==> src/rtl/uart_rx_fifo_if.sv <==
// ============================================================================
// Module      : uart_rx_fifo_if
// Description : Receiver / CPU-side bus bundle for uart_rx_fifo.
//               Optional macro: RX_FIFO_PARITY_TAG_EN (adds RX_PERR use, DOUT_PERR)
// Revision    : 1.0 - initial release
// ============================================================================
`default_nettype none

interface uart_rx_fifo_if #(
  parameter int DEPTH_LOG2 = 4
);
  logic [7:0]          RX_DATA;
  logic                RX_RDY;
  logic                RX_PERR;
  logic                RDY_CLR;
  logic                RD_EN;
  logic [7:0]          DOUT;
  logic                EMPTY;
  logic                FULL;
  logic [DEPTH_LOG2:0] COUNT;
  logic                OVERRUN;
  logic                OVR_CLR;
  logic                INT;
`ifdef RX_FIFO_PARITY_TAG_EN
  logic                DOUT_PERR;

  modport master (
    output RX_DATA, RX_RDY, RX_PERR, RD_EN, OVR_CLR,
    input  RDY_CLR, DOUT, DOUT_PERR, EMPTY, FULL, COUNT, OVERRUN, INT
  );

  modport slave (
    input  RX_DATA, RX_RDY, RX_PERR, RD_EN, OVR_CLR,
    output RDY_CLR, DOUT, DOUT_PERR, EMPTY, FULL, COUNT, OVERRUN, INT
  );
`else
  modport master (
    output RX_DATA, RX_RDY, RX_PERR, RD_EN, OVR_CLR,
    input  RDY_CLR, DOUT, EMPTY, FULL, COUNT, OVERRUN, INT
  );

  // The parity flag has no consumer in the untagged build.
  modport slave (
    input  RX_DATA, RX_RDY, RD_EN, OVR_CLR,
    output RDY_CLR, DOUT, EMPTY, FULL, COUNT, OVERRUN, INT
  );
`endif

endinterface

`default_nettype wire

==> src/rtl/uart_rx_fifo.sv <==
// ============================================================================
// Module      : uart_rx_fifo
// Description : UART receive capture handshake + first-word-fall-through FIFO
//               with level/overrun interrupt. Optional macro:
//               RX_FIFO_PARITY_TAG_EN (stores RX_PERR tag per entry).
// Revision    : 1.0 - initial release
// ============================================================================
`default_nettype none

module uart_rx_fifo #(
  parameter int DEPTH_LOG2 = 4,
  parameter int THRESH     = 8
) (
  input  wire logic          CLK50M,
  input  wire logic          RST,
  uart_rx_fifo_if.slave      bus
);

  localparam int c_DEPTH = 2 ** DEPTH_LOG2;
`ifdef RX_FIFO_PARITY_TAG_EN
  localparam int c_W = 9;
`else
  localparam int c_W = 8;
`endif
  localparam logic [DEPTH_LOG2:0] c_THRESH = (DEPTH_LOG2 + 1)'(THRESH);
  localparam logic [DEPTH_LOG2:0] c_FULL_CNT = (DEPTH_LOG2 + 1)'(c_DEPTH);

  localparam logic [1:0] c_ST_IDLE = 2'd0;
  localparam logic [1:0] c_ST_ACK  = 2'd1;
  localparam logic [1:0] c_ST_WAIT = 2'd2;

  logic [1:0]            r_state;
  logic [1:0]            w_state_nxt;
  logic                  w_capture;
  logic                  w_rdy_clr;

  logic [c_W-1:0]        r_mem [c_DEPTH];
  logic [DEPTH_LOG2-1:0] r_wr_ptr;
  logic [DEPTH_LOG2-1:0] r_rd_ptr;
  logic [DEPTH_LOG2-1:0] w_rd_ptr_nxt;
  logic [DEPTH_LOG2:0]   r_count;
  logic [c_W-1:0]        r_dout;
  logic [c_W-1:0]        w_head_nxt;
  logic [c_W-1:0]        w_entry;
  logic                  r_overrun;
  logic                  r_int;
  logic                  w_empty;
  logic                  w_full;
  logic                  w_wr;
  logic                  w_rd;
  logic                  w_ovr_set;

  // ---------------------------------------------------------------- capture FSM
  always_ff @(posedge CLK50M or posedge RST) begin
    if (RST) begin
      r_state <= c_ST_IDLE;
    end else begin
      r_state <= w_state_nxt;
    end
  end

  always_comb begin
    w_state_nxt = r_state;
    case (r_state)
      c_ST_IDLE: if (bus.RX_RDY) w_state_nxt = c_ST_ACK;
      c_ST_ACK:  w_state_nxt = c_ST_WAIT;
      c_ST_WAIT: if (!bus.RX_RDY) w_state_nxt = c_ST_IDLE;
      default:   w_state_nxt = c_ST_IDLE;
    endcase
  end

  always_comb begin
    w_capture = 1'b0;
    w_rdy_clr = 1'b0;
    case (r_state)
      c_ST_IDLE: w_capture = bus.RX_RDY;
      c_ST_ACK:  w_rdy_clr = 1'b1;
      default:   ;
    endcase
  end

  // ---------------------------------------------------------------- FIFO core
`ifdef RX_FIFO_PARITY_TAG_EN
  assign w_entry = {bus.RX_PERR, bus.RX_DATA};
`else
  assign w_entry = bus.RX_DATA;
`endif

  assign w_empty   = (r_count == '0);
  assign w_full    = (r_count == c_FULL_CNT);
  assign w_wr      = w_capture & ~w_full;
  assign w_ovr_set = w_capture &  w_full;
  assign w_rd      = bus.RD_EN & ~w_empty;

  assign w_rd_ptr_nxt = r_rd_ptr + DEPTH_LOG2'(w_rd);

  // When the slot being written becomes the new head, bypass the memory.
  assign w_head_nxt = (w_wr && (r_wr_ptr == w_rd_ptr_nxt)) ? w_entry
                                                           : r_mem[w_rd_ptr_nxt];

  always_ff @(posedge CLK50M) begin
    if (w_wr) begin
      r_mem[r_wr_ptr] <= w_entry;
    end
  end

  always_ff @(posedge CLK50M or posedge RST) begin
    if (RST) begin
      r_wr_ptr  <= '0;
      r_rd_ptr  <= '0;
      r_count   <= '0;
      r_dout    <= '0;
      r_overrun <= 1'b0;
      r_int     <= 1'b0;
    end else begin
      if (w_wr) begin
        r_wr_ptr <= r_wr_ptr + 1'b1;
      end
      r_rd_ptr <= w_rd_ptr_nxt;
      case ({w_wr, w_rd})
        2'b10:   r_count <= r_count + 1'b1;
        2'b01:   r_count <= r_count - 1'b1;
        default: r_count <= r_count;
      endcase
      if (w_wr || w_rd) begin
        r_dout <= w_head_nxt;
      end
      if (w_ovr_set) begin
        r_overrun <= 1'b1;
      end else if (bus.OVR_CLR) begin
        r_overrun <= 1'b0;
      end
      r_int <= (r_count >= c_THRESH) | r_overrun;
    end
  end

  assign bus.RDY_CLR = w_rdy_clr;
  assign bus.DOUT    = r_dout[7:0];
  assign bus.EMPTY   = w_empty;
  assign bus.FULL    = w_full;
  assign bus.COUNT   = r_count;
  assign bus.OVERRUN = r_overrun;
  assign bus.INT     = r_int;
`ifdef RX_FIFO_PARITY_TAG_EN
  assign bus.DOUT_PERR = r_dout[8];
`endif

endmodule

`default_nettype wire
==> src/flat_wrapper.sv <==
// flat-port wrapper written by rule: the top's interface ports become plain ports
module uart_rx_fifo_flat 
#(
  parameter int DEPTH_LOG2 = 4,
  parameter int THRESH     = 8
)
  (CLK50M, RST, bus_RX_DATA, bus_RX_RDY, bus_RD_EN, bus_OVR_CLR, bus_RDY_CLR, bus_DOUT, bus_EMPTY, bus_FULL, bus_COUNT, bus_OVERRUN, bus_INT);
  uart_rx_fifo_if #(.DEPTH_LOG2(DEPTH_LOG2)) bus_i ();
  input  wire logic CLK50M;
  input  wire logic RST;
  input wire logic [$bits(bus_i.RX_DATA)-1:0] bus_RX_DATA;
  input wire logic [$bits(bus_i.RX_RDY)-1:0] bus_RX_RDY;
  input wire logic [$bits(bus_i.RD_EN)-1:0] bus_RD_EN;
  input wire logic [$bits(bus_i.OVR_CLR)-1:0] bus_OVR_CLR;
  output wire logic [$bits(bus_i.RDY_CLR)-1:0] bus_RDY_CLR;
  output wire logic [$bits(bus_i.DOUT)-1:0] bus_DOUT;
  output wire logic [$bits(bus_i.EMPTY)-1:0] bus_EMPTY;
  output wire logic [$bits(bus_i.FULL)-1:0] bus_FULL;
  output wire logic [$bits(bus_i.COUNT)-1:0] bus_COUNT;
  output wire logic [$bits(bus_i.OVERRUN)-1:0] bus_OVERRUN;
  output wire logic [$bits(bus_i.INT)-1:0] bus_INT;
  assign bus_i.RX_DATA = bus_RX_DATA;
  assign bus_i.RX_RDY = bus_RX_RDY;
  assign bus_i.RD_EN = bus_RD_EN;
  assign bus_i.OVR_CLR = bus_OVR_CLR;
  assign bus_RDY_CLR = bus_i.RDY_CLR;
  assign bus_DOUT = bus_i.DOUT;
  assign bus_EMPTY = bus_i.EMPTY;
  assign bus_FULL = bus_i.FULL;
  assign bus_COUNT = bus_i.COUNT;
  assign bus_OVERRUN = bus_i.OVERRUN;
  assign bus_INT = bus_i.INT;
  uart_rx_fifo #(.DEPTH_LOG2(DEPTH_LOG2), .THRESH(THRESH)) u_core (.CLK50M(CLK50M), .RST(RST), .bus(bus_i));
endmodule
==> config.mk <==
export PLATFORM = sky130hd
export DESIGN_NAME = uart_rx_fifo_flat
export DESIGN_NICKNAME = d
export VERILOG_FILES = /design/src/rtl/uart_rx_fifo_if.sv /design/src/rtl/uart_rx_fifo.sv /design/src/flat_wrapper.sv
export SDC_FILE = /design/constraint.sdc
export NUM_CORES = 1
export LEC_CHECK = 0
export ABC_AREA = 1
export ABC_CLOCK_PERIOD_IN_PS = 2700
export BUFFER_PORTS_ARGS = -buffer_cell sky130_fd_sc_hd__buf_4
export CORE_MARGIN = 1.5
export CORE_UTILIZATION = 50
export DETAILED_ROUTE_END_ITERATION = 8
export GPL_ROUTABILITY_DRIVEN = 0
export PLACE_DENSITY = 0.73
export SETUP_SLACK_MARGIN = 0.5
export SYNTH_ARGS = -nofsm -noshare
export SYNTH_HDL_FRONTEND = slang
export SYNTH_SLANG_ARGS = --single-unit
==> constraint.sdc <==
create_clock -name CLK50M -period 2.7 [get_ports CLK50M]
set_clock_uncertainty 0.15 [all_clocks]
set_input_delay 0.27 -clock CLK50M [delete_from_list [all_inputs] [get_ports CLK50M]]
set_output_delay 0.27 -clock CLK50M [all_outputs]
set_load 0.03 [all_outputs]
; Yosys cells after proc, flatten, opt, wreduce, memory -nomap -nowiden
; Memories as Yosys holds them, arrays and structs flattened. A register that Yosys moved wholly into a read port is not among the register bits.
; Index checks and enable logic that the tools add are counted.
[word_totals]
inputBits = 13
latch_bits = 0
ramBits = 128
wordCells = 41
out_inout_bits = 18
n_memories = 1
rom_bits = 0
ff_bits = 17
[mem_list]
columns = memory, depth, width, rd, rd_clocked_by_memory_dff, write_ports, line
row1 = u_core.r_mem, 16, 8, 1, 1, 1, uart_rx_fifo.sv:37  ; logic [c_W-1:0] r_mem [c_DEPTH];
[op_classes]
reduce_logical = 6
n_mux = 10
add_sub_neg = 4
bitwise_logic = 6
n_lt_le_gt_ge = 1
n_div = 0
shifts = 0
n_eq_ne = 7
multipliers = 0
[op_table]
columns = op, n
row1 = 5-bit case mux with 2 select lines, 1
row2 = 1-bit 2-to-1 mux, 6
row3 = 2-bit case mux with 3 select lines, 1
row4 = "5-bit by 1-bit adder with 5-bit output, second input constant", 1
row5 = "5-bit == test, second input constant", 1
row6 = "5-bit by 4-bit greater-or-equal comparator with 1-bit output, second input constant", 1
row7 = 5-bit logical NOT, 1
row8 = "5-bit by 1-bit subtractor with 5-bit output, second input constant", 1
row9 = 4-bit by 1-bit adder with 4-bit output, 1
row10 = "4-bit by 1-bit adder with 4-bit output, second input constant", 1
row11 = "2-bit by 1-bit == test with 1-bit output, second input constant", 2
row12 = "2-bit == test, second input constant", 2
row13 = 2-bit 2-to-1 mux, 2
row14 = "2-bit inequality test, second input constant", 2
row15 = 2-bit nonzero test, 2
row16 = 1-bit bitwise AND, 3
row17 = 2-bit logical NOT, 1
row18 = 1-bit NOT, 2
row19 = 2-bit AND reduction, 1
row20 = 1-bit logical OR, 1
row21 = 1-bit OR, 1

; Logic depth before layout (Yosys ltp)
; Gate-level depths: netlist of the first run.
[logic_depth]
depth_word = 5
depth_mapped = 18
mapped_depth_nobuf = 17

; Least setup slack after synthesis of the first run
; No wires, ideal clock.
[synth_timing]
kind = reg-to-reg
start = register u_core.r_count[0], in the netlist u_core.bus.COUNT[0]
end = register u_core.r_dout[0], in the netlist u_core.bus.DOUT[0] (read register of u_core.r_mem)
arrival_time_ns = 2.459
path_slack_ns = -0.026
setup_time_ns = 0.117
t_required_ns = 2.433
stages_incl_launch_ff = 19
n_path_buf = 1
synth_period_minus_slack_ns = 2.726
path_cell_list = dfrtp_1 -> nor2_1 -> nand2_1 -> o21ai_0 -> inv_1 -> ha_1 -> ha_1 -> buf_2 -> inv_2 -> nand2_1 -> nand2_1 -> nor2_2 -> nand2_2 -> nor2_8 -> nand3_1 -> nand2_1 -> inv_1 -> nand2_1 -> nand2_1
[synth_via]
elab_chain_cells = 4
elab_cells_between_ends = 8
cone_classes = 1 x add/sub / 1 x eq/ne / 4 x bitwise / 2 x reduce/logical
[synth_lines]
columns = item, line
row1 = start: declaration, uart_rx_fifo.sv:41  ; logic [DEPTH_LOG2:0] r_count;
row2 = start signal: assignment, uart_rx_fifo.sv:121  ; 2'b10: r_count <= r_count + 1'b1;
row3 = start signal: assignment, uart_rx_fifo.sv:122  ; 2'b01: r_count <= r_count - 1'b1;
row4 = start signal: assignment, uart_rx_fifo.sv:123  ; default: r_count <= r_count;
row5 = 5-bit logical NOT, uart_rx_fifo.sv:89  ; assign w_empty = (r_count == '0);
row6 = 1-bit NOT, uart_rx_fifo.sv:93  ; assign w_rd = bus.RD_EN & ~w_empty;
row7 = 1-bit bitwise AND, uart_rx_fifo.sv:93
row8 = 4-bit by 1-bit adder with 4-bit output, uart_rx_fifo.sv:95  ; assign w_rd_ptr_nxt = r_rd_ptr + DEPTH_LOG2'(w_rd);
row9 = via u_core.w_rd_ptr_nxt[1], uart_rx_fifo.sv:40  ; logic [DEPTH_LOG2-1:0] w_rd_ptr_nxt;
row10 = end: declaration, uart_rx_fifo.sv:42  ; logic [c_W-1:0] r_dout;
; The timed path passes the listed nets, and every way through them passes these cells.
; A chain may end at the register's enable or synchronous reset.

; Worst setup path in the final report of the first run
[layout_timing]
start = register u_core.r_count[0], in the netlist u_core.bus.COUNT[0]
end = register u_core.r_dout[4], in the netlist u_core.bus.DOUT[4] (read register of u_core.r_mem)
; The elaborated chain is that of the path after synthesis.

==> results of run 1 <==
==> synthesized netlist by cell type <==
cell type	count	area (sq um)
a21oi_1	2	10.0
buf_1	3	11.3
buf_2	5	25.0
buf_4	7	52.6
buf_6	2	22.5
clkbuf_1	7	26.3
dfrtp_1	25	626
edfxtp_1	128	3840
fa_1	1	20.0
ha_1	11	138
inv_1	31	116
inv_2	5	18.8
nand2_1	101	379
nand2_2	6	37.5
nand2_4	2	22.5
nand2_8	1	20.0
nand3_1	64	320
nand3_2	8	80.1
nand4_1	3	18.8
nor2_1	134	503
nor2_2	2	12.5
nor2_8	1	20.0
o21ai_0	63	315
xnor2_1	1	8.76
xor2_1	4	35.0
==> layer usage <==
| metal | wire (um) | share of wire, % | vias up |
|---|---|---|---|
| li1 | - | - | 2259 |
| met1 | 6900 | 41 | 2379 |
| met2 | 8370 | 49 | 240 |
| met3 | 1230 | 7.2 | 36 |
| met4 | 513 | 3.0 | 0 |
| met5 | 0 | 0 | - |
==> placed cells by master (no fill, tap or decap), types with 5 or more instances in the layout <==
cell type  instances
ha_4               5
nand3_1           55
nand2_1           94
clkbuf_16         19
inv_1             29
o21ai_1            8
dfrtp_1           21
nor2_2             5
nand3_2           16
edfxtp_1         128
ha_1               6
buf_4             66
nor2_4             5
nor2_1           127
inv_6              5
nand2_2           11
buf_12             5
o21ai_0           53
==> repair_timing <==
item / 4_1_cts / 5_1_grt
gates resized for setup: 32 / 24
endpoints found under the setup margin: 29 / 135
hold buffers: 3 / 0
cloned: 3 / 2
pin swaps: 17 / 23
setup buffers: 16 / 4
endpoints found under the hold margin: 19 / 0
==> worst max-delay path, stage by stage, from the launching register on <==
cell     delay (ns)
dfrtp_2        0.41
nor2_2         0.14
nand2_2        0.08
o21ai_2        0.16
inv_2          0.09
ha_4           0.18
ha_4           0.31
inv_4          0.05
nand2_2        0.05
nand2_2        0.06
nor2_4         0.12
nand2_4        0.08
nor2_4         0.21
nand3_1        0.13
nand2_1        0.07
inv_1          0.04
nand2_1        0.05
nand2_1        0.05
==> kinds of logic (layout without fill, tap and decap cells) <==
logic type,after synthesis,after routing,synth area share [%]
xor+xnor,5,5,0.655
simple gates,322,323,21.2
fa+ha+maj,12,12,2.36
buf+inv,60,149,4.08
flops,153,153,66.9
compound gates,65,65,4.87
==> power by group <==
| group | leakage, nW | internal, mW | switching [mW] |
|---|---|---|---|
| clock network | 0.284 | 1.39 | 0.998 |
| registers | 1.45 | 2.88 | 0.202 |
| logic | 1.59 | 2.13 | 3.44 |
| total | 3.33 | 6.40 | 4.64 |
==> registers in the layout (all words and copies together), names as in the netlist <==
name	cells
u_core.r_state	2
u_core.bus.COUNT	5
u_core.r_rd_ptr	4
u_core.bus.DOUT	8
u_core.bus.OVERRUN	1
u_core.r_mem	128
u_core.bus.INT	1
u_core.r_wr_ptr	4
==> final timing paths <==
path / start / to
min in group asynchronous: RST / u_core.bus.DOUT[5]
hold reg to reg: u_core.bus.DOUT[4] / u_core.bus.DOUT[4]
max in group asynchronous: RST / u_core.r_wr_ptr[2]
setup reg to reg: u_core.bus.COUNT[0] / u_core.bus.DOUT[4]
hold / removal: bus_RX_DATA[5] / u_core.r_mem[13][5]
setup / recovery: u_core.bus.COUNT[0] / u_core.bus.DOUT[4]
==> final cells by class <==
cell class	count	share of cell area (%)
inverters	36	1.81
clock inverters	14	1.97
repair buffers	81	9.36
clock buffers	18	5.12
multi-input cells	405	25.7
well taps	176	2.63
flip-flops and latches	153	53.4
==> through the flow <==
stage	total power [mW]	cells	setup WS (ns)	hold slack, ns	cell area [sq um]
floorplan	6.20	617	0.216	0.147	6740
global placement	7.34	823	0.147	0.236	7260
detailed placement	7.45	823	0.0438	0.257	7260
CTS	10.5	877	0.210	0.0541	8190
global route	11.6	883	0.0513	0.0632	8380
finish	11.0	883	0.166	0.0690	8380
==> flow_summary.toml, run 1 <==
[outcome]
outcome = "finished, final reports clean"

[worst_setup_path]
reg2reg_depth = 17
critPathCaptureType = "flop"
cp_data_arrival_time_ns = 2.71
critPathKind = "flop to flop"
cp_max_fo = 5
critPathRequiredTime_ns = 2.88
start_kind = "flop"
r2r_setup_slack_ns = 0.17

[drt]
drc = 0
via_per_inst = 5.57
drtIter0Drc = 565
drtAntennaViolNets = 0
finalWirelength_um = 17000
dr.pass1.iters = 5
routedWlPerCell_um = 19.3
vias = 4914

[synthesis]
synthCells = 617
synth_area_sq_um = 6680
synth_cell_type_count = 25
ys_seq_area_share_pct = 66.9
ys.warnings.count = 0
ys_ff_latch = 153
syn_avg_cell_area_sq_um = 10.8
synth_nets = 642

[clock_network]
clock_latency_ns = 0.43
cts.sink_count = 153
clock_path_buffers = 2
numCtsBuffers = 17
clk_pin_slew_ns = 0.07
htree_levels = 4
cts_tree = "done"
root_buffer = "clkbuf_16"

[floorplan]
num_io_pins = 31
die_y_um = 119
fp-row-count = 42
die_area_sq_um = 14100
dieWidth_um = 119
fp.coreArea_sq_um = 13100
initial_core_util_pct = 50.9

[timing]
fin_crit_ns = 2.53
finalSetupViolCount = 0
rsz0062_at_grt = "yes"
timing.fmax_mhz = 395
slew_headroom_pct = 55.4
setup-tns-final_ns = 0
final_hold_viol_count = 0
slew_viol_final = 0
finalCritPeriodShare_pct = 93.8
tightest_slew_ns = 0.668

[global_route]
grt_pass1_vias = 4761
grt_pass1_wl_um = 25600
overflow = 0
antenna_found_initial = 0
grt_max_degree = 34
busiest_layer = "met2"
grt_usage_pct = 24.5
met2_usage_pct = 39.3
grtUsageMet1_pct = 32.1
met3_usage_pct = 5.94

[cells_and_area]
final_util_pct = 63.8
syn_to_final_growth_pct = 25.4
diodes = 0
drive_above_1_share_pct = 24.6
fillCellCount = 981
final-seq-area_sq_um = 4470
nNetsFinal = 719
multi_input_area_sq_um = 2160

[power_and_ir_drop]
peakVddDrop_mv = 0.687
power_density_nw_per_um2 = 1320
p_leak_nw = 3.33

[worst_hold_path]
whs_path_depth = 1
holdCritPathClass = "primary input to flop"

[run]
drv_cap = 0

[placed_design]
portBuffers = 30
dpl.hpwl_um = 9660
Power figures use the tool's default switching activity.
==> run 2: changes to the inputs <==
--- a/config.mk
+++ b/config.mk
@@ -10,6 +10,7 @@
 export BUFFER_PORTS_ARGS = -buffer_cell sky130_fd_sc_hd__buf_4
 export CORE_MARGIN = 1.5
 export CORE_UTILIZATION = 50
+export CTS_BUF_LIST = sky130_fd_sc_hd__clkbuf_8
 export DETAILED_ROUTE_END_ITERATION = 8
 export GPL_ROUTABILITY_DRIVEN = 0
 export PLACE_DENSITY = 0.73
==> constraint.sdc (replaced) <==
create_clock -name CLK50M -period 2.7 [get_ports CLK50M]
set_clock_uncertainty 0.15 [all_clocks]
set_input_delay 0.135 -clock CLK50M [delete_from_list [all_inputs] [get_ports CLK50M]]
set_output_delay 0.135 -clock CLK50M [all_outputs]
set_load 0.03 [all_outputs]
==> flow_summary.toml, run 2 (synthesis results as in run 1) <==
[timing]
rsz0062_at_grt = "yes"
final_hold_viol_count = 0
finalSetupViolCount = 0
setup-tns-final_ns = 0
slew_headroom_pct = 34.9
slew_viol_final = 0
tightest_slew_ns = 0.975
fin_crit_ns = 2.56
timing.fmax_mhz = 391
finalCritPeriodShare_pct = 94.8

[worst_setup_path]
cp_data_arrival_time_ns = 2.76
critPathKind = "flop to flop"
cp_slowest_stage_delay_ns = 0.43
start_kind = "flop"
cp_slowest_cell = "dfrtp_2"
cp_max_fo = 5
worstPathCellList = "nor2_4 -> nand2_2 -> o21ai_2 -> inv_2 -> ha_4 -> ha_4 -> inv_8 -> nand2_4 -> nand2_2 -> nor2_2 -> nand2_2 -> nor2_4 -> nand3_2 -> nand2_1 -> inv_1 -> nand2_1 -> nand2_1"
critPathTopFamily = "simple AND/OR/NAND/NOR gates"
worst-path-buf-inv = 3
critPathCaptureType = "flop"
critPathRequiredTime_ns = 2.90

[global_route]
grt_pass1_wl_um = 24300
grt_max_degree = 67
antenna_found_initial = 0
overflow = 0
grt_pass1_vias = 4656
grt_usage_pct = 22.9

[cells_and_area]
nNetsFinal = 716
diodes = 0
largest_register_ffs = 128
layout_commonest_cell = "edfxtp_1"
regMostFlops = "u_core.r_mem"
syn_to_final_growth_pct = 20.5
mostFrequentLayoutCells = "128 x edfxtp_1, 127 x nor2_1, 91 x nand2_1"
fillCellCount = 1035
drive_above_1_share_pct = 22.2

[floorplan]
fp.coreArea_sq_um = 13100
die_area_sq_um = 14100
fp-row-count = 42
initial_core_util_pct = 50.9
num_io_pins = 31
dieWidth_um = 119
die_y_um = 119

[power_and_ir_drop]
internal-power_mw = 5.56
p_seq_share_pct = 31.5
p_sw_mw = 4.26
pwr-share-clk_pct = 16.1
p_leak_nw = 3.18
combPwrFrac_pct = 52.4
peakVddDrop_mv = 0.540
p_sw_share_pct = 43.4
power_density_nw_per_um2 = 1220
power.total_mw = 9.81

[drt]
finalWirelength_um = 16000
wl_met3_um = 1260
drtIter0Drc = 456
drc = 0
drtAntennaViolNets = 0
met1_length_um = 6560
dr.pass1.iters = 5
top_layer = "met4"
routedWlPerCell_um = 18.1
wl_met2_um = 7680
via_per_inst = 5.46
vias = 4809

[outcome]
outcome = "finished, final reports clean"

[clock_network]
htree_levels = 4
numCtsBuffers = 17
cts.sink_count = 153
clk_pin_slew_ns = 0.08
clock_latency_ns = 0.45
clock_path_buffers = 2
root_buffer = "clkbuf_8"
cts_tree = "done"

[placed_design]
dpl.hpwl_um = 9640
portBuffers = 30

[worst_hold_path]
holdCritPathClass = "primary input to flop"

[run]
drv_cap = 0
## run 2: worst paths after layout
| path | cells past startpoint | endpoint | start | slack [ns] |
|---|---|---|---|---|
| worst min register to register | 2 | u_core.bus.DOUT[3] | u_core.bus.DOUT[3] | 0.34 |
| worst max register to register | 17 | u_core.bus.DOUT[6] | u_core.bus.COUNT[2] | 0.14 |
| worst min-delay path | 5 | u_core.bus.COUNT[0] | bus_RD_EN | 0.17 |
| min in group asynchronous | 3 | u_core.r_state[0] | RST | 0.33 |
| worst max-delay path | 17 | u_core.bus.DOUT[6] | u_core.bus.COUNT[2] | 0.14 |
| max in group asynchronous | 3 | u_core.bus.COUNT[3] | RST | 1.42 |
## run 2: repair_timing
action | in CTS | in global routing
setup endpoints to repair | 29 | 108
resized for setup | 23 | 29
cloned | 2 | 1
hold endpoints to repair | 156 | 0
hold buffers | 12 | 0
buffers inserted | 9 | 2
pin swaps | 15 | 22
## run 2: power groups by stage
stage | sequential (mW) | combinational (mW) | clock, mW
after global placement | 3.12 | 4.21 | 0
after CTS | 3.07 | 4.74 | 1.61
after global routing | 3.12 | 5.59 | 1.71
after floorplan | 3.32 | 2.89 | 0
after detailed placement | 3.15 | 4.32 | 0
final | 3.09 | 5.14 | 1.58
## run 2: layer usage
metal	vias to the layer above	global-route usage, %
met5	-	0
met4	0	10.7
met3	42	5.65
met2	227	37.3
met1	2296	28.9
li1	2244	-
## run 2: worst register-to-register path: cells and delay by family, from the launching register on
family | cells | cell delay, ns
buffers and inverters | 3 | 0.18
AO/OA/AOI/OAI | 1 | 0.15
adder cells (fa/ha/maj) | 2 | 0.50
AND/OR/NAND/NOR | 11 | 1.04
flip-flops | 1 | 0.43
## run 2: through the flow
| step | hold WS (ns) | std cells | util [%] | cell area, sq um | setup WS [ns] |
|---|---|---|---|---|---|
| 2_1_floorplan | 0.0120 | 617 | - | 6740 | 0.216 |
| 3_3_place_gp | 0.183 | 822 | 55.2 | 7250 | 0.152 |
| 3_5_place_dp | 0.191 | 822 | 55.2 | 7250 | 0.0513 |
| 4_1_cts | 0.147 | 877 | 60.0 | 7890 | 0.178 |
| 5_1_grt | 0.204 | 880 | 61.3 | 8050 | -0.0350 |
| 6_report | 0.165 | 880 | 61.3 | 8050 | 0.141 |
## run 2: final cells by class
class | count | area [sq um] | share of cell area [%]
Sequential cell | 153 | 4470 | 55.6
Clock inverter | 15 | 119 | 1.48
Timing Repair Buffer | 78 | 702 | 8.72
Clock buffer | 17 | 234 | 2.91
Inverter | 36 | 150 | 1.86
Tap cell | 176 | 220 | 2.74
Multi-Input combinational cell | 405 | 2150 | 26.7
